### src/rtl/fetch_unit.sv
// Instruction fetch stage: one outstanding imem request at a time, one instruction
// held for decode until accepted, with redirects that can squash an in-flight fetch.
module fetch_unit #(
  parameter int               width    = 32,
  parameter logic [width-1:0] RESET_PC = '0
) (
  input  logic             CLK,
  input  logic             RST_N,
  input  logic             REDIRECT,
  input  logic [width-1:0] PCTarget,
  output logic             IMEM_REQ,
  output logic [width-1:0] IMEM_ADDR,
  input  logic             IMEM_GNT,
  input  logic             IMEM_RVALID,
  input  logic [31:0]      IMEM_RDATA,
  output logic             VALID_D,
  input  logic             READY_D,
  output logic [31:0]      INSTR_D,
  output logic [width-1:0] PC_D,
  output logic [width-1:0] PCPlus4_D
);

  typedef enum logic [1:0] {REQ, WAIT, HOLD} state_t;

  localparam logic [31:0] NOP = 32'h0000_0013;

  state_t           state_reg, state_next;
  logic [width-1:0] pc_f_reg, pc_f_next;
  logic [width-1:0] pc_inflight_reg, pc_inflight_next;
  logic             kill_reg, kill_next;
  logic             valid_reg, valid_next;
  logic [31:0]      instr_reg, instr_next;
  logic [width-1:0] pc_d_reg, pc_d_next;
  logic [width-1:0] pcplus4_reg, pcplus4_next;
  logic [width-1:0] target_aligned;

  // Low two target bits are forced to zero to keep fetches word aligned.
  assign target_aligned = PCTarget & ~{{(width-2){1'b0}}, 2'b11};

  always_ff @(posedge CLK or negedge RST_N) begin
    if (!RST_N) begin
      state_reg       <= REQ;
      pc_f_reg        <= RESET_PC;
      pc_inflight_reg <= '0;
      kill_reg        <= 1'b0;
      valid_reg       <= 1'b0;
      instr_reg       <= NOP;
      pc_d_reg        <= '0;
      pcplus4_reg     <= width'(4);
    end else begin
      state_reg       <= state_next;
      pc_f_reg        <= pc_f_next;
      pc_inflight_reg <= pc_inflight_next;
      kill_reg        <= kill_next;
      valid_reg       <= valid_next;
      instr_reg       <= instr_next;
      pc_d_reg        <= pc_d_next;
      pcplus4_reg     <= pcplus4_next;
    end
  end

  always_comb begin
    state_next       = state_reg;
    pc_f_next        = pc_f_reg;
    pc_inflight_next = pc_inflight_reg;
    kill_next        = kill_reg;
    valid_next       = valid_reg;
    instr_next       = instr_reg;
    pc_d_next        = pc_d_reg;
    pcplus4_next     = pcplus4_reg;
    case (state_reg)
      REQ: begin
        if (IMEM_GNT) begin
          pc_inflight_next = pc_f_reg;
          pc_f_next        = pc_f_reg + width'(4);
          kill_next        = REDIRECT;
          state_next       = WAIT;
        end
      end
      WAIT: begin
        if (IMEM_RVALID) begin
          if (kill_reg || REDIRECT) begin
            kill_next  = 1'b0;
            state_next = REQ;
          end else begin
            instr_next   = IMEM_RDATA;
            pc_d_next    = pc_inflight_reg;
            pcplus4_next = pc_inflight_reg + width'(4);
            valid_next   = 1'b1;
            state_next   = HOLD;
          end
        end else if (REDIRECT) begin
          kill_next = 1'b1;
        end
      end
      HOLD: begin
        // A redirect flushes the held instruction even if decode accepts it.
        if (REDIRECT || READY_D) begin
          valid_next = 1'b0;
          state_next = REQ;
        end
      end
      default: state_next = REQ;
    endcase
    if (REDIRECT) pc_f_next = target_aligned;
  end

  assign IMEM_REQ  = (state_reg == REQ) && RST_N;
  assign IMEM_ADDR = pc_f_reg;
  assign VALID_D   = valid_reg;
  assign INSTR_D   = instr_reg;
  assign PC_D      = pc_d_reg;
  assign PCPlus4_D = pcplus4_reg;

endmodule

### config.mk
export PLATFORM = sky130hd
export DESIGN_NAME = fetch_unit
export DESIGN_NICKNAME = d
export VERILOG_FILES = /design/src/rtl/fetch_unit.sv
export SDC_FILE = /design/constraint.sdc
export NUM_CORES = 1
export LEC_CHECK = 0
export ABC_AREA = 1
export CAP_MARGIN = 20
export CORE_AREA = 2 2 128 130
export DETAILED_ROUTE_END_ITERATION = 6
export DIE_AREA = 0 0 130 132
export PLACE_DENSITY = 0.8
export SYNTH_ARGS = -nofsm -noshare
export SYNTH_HDL_FRONTEND = slang
export SYNTH_SLANG_ARGS = --single-unit
### constraint.sdc
create_clock -name CLK -period 1.75 [get_ports CLK]
set_input_delay 0.2625 -clock CLK [delete_from_list [all_inputs] [get_ports CLK]]
set_output_delay 0.2625 -clock CLK [all_outputs]
set_load 0.02 [all_outputs]
==> summary.md <==
| Metric | Value |
|---|---|
| Fillers | 1,329 |
| Die Wd | 130 um |
| Warnings from Yosys | 0 |
| Hold Path Class | primary input to asynchronous set/reset pin |
| Slowest CP cell | clkdlybuf4s50_1 |
| Worst slew pin tran | 0.840 ns |
| Delay-heaviest family, CP | buffers and inverters |
| Violated checks | hold timing |
| Pin count of the biggest net entering global routing | 157 |
| Port Buffers | 191 |
| Static Leak | 5.15 nW |
| Period minus WS final | 1.70 ns |
| Register area share after synthesis | 51.2% |
| Residual DRC count | 0 |
| Final WL | 20,000 um |
| Post-synth EDFFs | 0 |
| Layout area overhead | 38.7% |
| Place WS | -0.0458 ns |
| Worst IR drop on VDD | 0.000873 V |
| Starting Density | 48.6% |
| Slew headroom | 44.0% |
| CTS tree | yes |
| First-pass GRT wire length | 32,500 um |
| DRT Pass-1 Iters | 5 |
| Core area | 15,700 sq um |
| Gpl congestion | 0.909 |
| Switching Share | 36.6% |
| Post-synth top area cell | dfrtp_1 |
| Critical path startpoint category | flip-flop |
| Root buffer selected by CTS | clkbuf_16 |
| DR iter-0 viols | 617 |
| R2R setup slack | 0.14 ns |
| Status | finished, violations left |
| Cell row count | 46 |
| Avg Inst Size Synth | 7.59 sq um |
| Critical-path cell list | clkdlybuf4s50_1 |
| Post-Syn Area | 7640 sq um |
| Via count | 7,111 |
| Vias in the first global route | 6,519 |
| Max-Cap Viols | 0 |
| Antenna violations before repair | 0 |
| Arrival time worst endpoint | 1.44 ns |
| FFs w/ async S/R, synth | 100% |
| Internal Pwr Total | 0.0107 W |
| Count leader, synth | nand2_1 |
| Final hold vios | 26 |
| ANT nets after route | 0 |
| Final hold slack | -0.0498 ns |
| Final setup viols | 0 |
| Leading cell types by total area after synthesis | dfrtp_1, nand2_1, o21ai_0 |
| Clock power share | 24.6% |
| Post-synth top area share | 49.8% |
| Kind of critical path | flip-flop to primary output |
| Sequential Power Share | 36.9% |
| Layout cell share with drive strength beyond 1 | 6.81% |
| Die height | 132 um |
| Synth unique cells | 33 |
| Ports | 200 |
| Clk slew on worst S/H paths | 0.06 ns |
| Antenna Cells | 0 |
| Post-CTS Setup Inserts | 0 |
| CTS buffer count | 17 |
| Max Clock Freq | 587 MHz |
| Clock Path Buffers | 2 |
| Detail Placement HPWL | 14,400 um |
| Final WS setup | 0.0455 ns |
| H-tree levels | 4 |
| Drt wl/cell | 13.9 um |
| Crit. End Element | primary output |
| Nets@finish | 1,278 |
| Top cell types by occurrence after synthesis | nand2_1, dfrtp_1, inv_1, o21ai_0, nand3_1 |
| Fin crit share | 97.4% |
| Slew Viols, Final | 0 |
| Gr usage total | 23.9% |
| Grt total ovfl | 0 |
| Required time worst endpoint | 1.49 ns |
| Max reg flops | 32 |
| Pwr/cell area | 1590 nW/um^2 |
| Vias/cell | 4.96 |
| CP Max Fanout | 5 |
| Cells after Synth | 1,007 |
| RSZ-0062 raised after global routing | false |
| Gate power share | 38.5% |
| Number of clock sinks | 156 |
| Skew-Pair Late Insertion Delay | 0.42 ns |
| Flops & latches, synth | 156 |
| Layout Skew | 0.00695 ns |
| Die ar. | 17,200 sq um |
| Sw power | 0.00618 W |
| Crit path buffers/inverters | 1 |
| Main flop type after synthesis | dfrtp_1 |
| Max incr delay on CP | 0.62 ns |
-- logic make-up (layout without fill, tap and decap cells) --
family / count (synthesis) / count (layout) / share of synthesized area [%]
DFF: 156 / 156 / 51.2
other: 1 / 6 / 0.0491
xor gates and xnor gates: 14 / 14 / 1.61
AOI/OAI and AO/OA: 111 / 111 / 7.78
buffers and inverters: 151 / 358 / 8.24
adders and majority gates: 2 / 2 / 0.327
and+or+nand+nor: 572 / 572 / 30.8
-- routing by layer --
layer | wire (um) | up-vias | global-route usage [%]
met5 | 0 | - | 0
met4 | 443 | 0 | 9.08
met3 | 1260 | 38 | 3.94
met2 | 9050 | 269 | 36.2
met1 | 9250 | 3251 | 34.6
li1 | - | 3553 | -
-- layout by cell type (no fill, tap or decap), drive strengths merged --
master,netlist,routed
o2111ai,1,1
xor2,13,13
inv,108,108
nor3,2,2
and2,2,2
ha,2,2
bufinv,0,6
o221ai,1,1
dlymetal6s2s,0,10
buf,25,28
clkdlybuf4s50,0,160
conb,1,6
o211ai,7,7
dfrtp,152,152
o21bai,1,1
dfstp,4,4
o41ai,1,1
clkbuf,18,25
o21a,1,1
o21ai,92,92
nor2,91,91
xnor2,1,1
nand3,85,85
nand2,379,379
dlygate4sd2,0,19
a21oi,6,6
nand4,13,13
o32a,1,1
clkinv,0,2
-- power by group through the flow --
stage / logic [W] / clock network [W] / registers, W
after floorplan: 0.00208 / 0 / 0.00737
after global placement: 0.00646 / 0 / 0.00622
after global routing: 0.00708 / 0.00437 / 0.00642
after detailed placement: 0.00660 / 0 / 0.00627
after CTS: 0.00657 / 0.00421 / 0.00623
final: 0.00650 / 0.00415 / 0.00624
-- final timing paths --
kind	startpoint	to	cells after the start
setup / recovery	IMEM_ADDR[25]	IMEM_ADDR[25]	1
hold / removal	RST_N	INSTR_D[10]	2
setup reg to reg	IMEM_ADDR[2]	IMEM_ADDR[19]	7
hold reg to reg	INSTR_D[1]	INSTR_D[1]	2
max in group asynchronous	RST_N	PC_D[21]	2
min in group CLK	IMEM_RDATA[0]	INSTR_D[0]	3
-- metrics by stage --
stage | power [W] | util, % | area, sq um | setup TNS, ns | instances
floorplan | 0.00945 | - | 7660 | 0 | 1012
global placement | 0.0127 | 63.1 | 9910 | -0.00330 | 1403
detailed placement | 0.0129 | 63.1 | 9910 | -0.0997 | 1403
CTS | 0.0170 | 67.1 | 10500 | 0 | 1435
global route | 0.0179 | 67.4 | 10600 | 0 | 1435
finish | 0.0169 | 67.4 | 10600 | 0 | 1435
-- cell type report --
| cell class | instances | area (sq um) | share of cell area [%] |
|---|---|---|---|
| inverters | 108 | 405 | 3.83 |
| well taps | 216 | 270 | 2.55 |
| clock inverters | 8 | 190 | 1.80 |
| multi-input cells | 705 | 3150 | 29.7 |
| repair buffers | 218 | 2200 | 20.8 |
| flip-flops and latches | 156 | 3910 | 36.9 |
| clock buffers | 24 | 472 | 4.45 |
-- what timing repair did --
item | in CTS | in global routing
resized for setup | 21 | 19
setup endpoints to repair | 20 | 26
pin swaps | 0 | 0
hold buffers | 0 | 0
(Power assumes the default switching activity.)
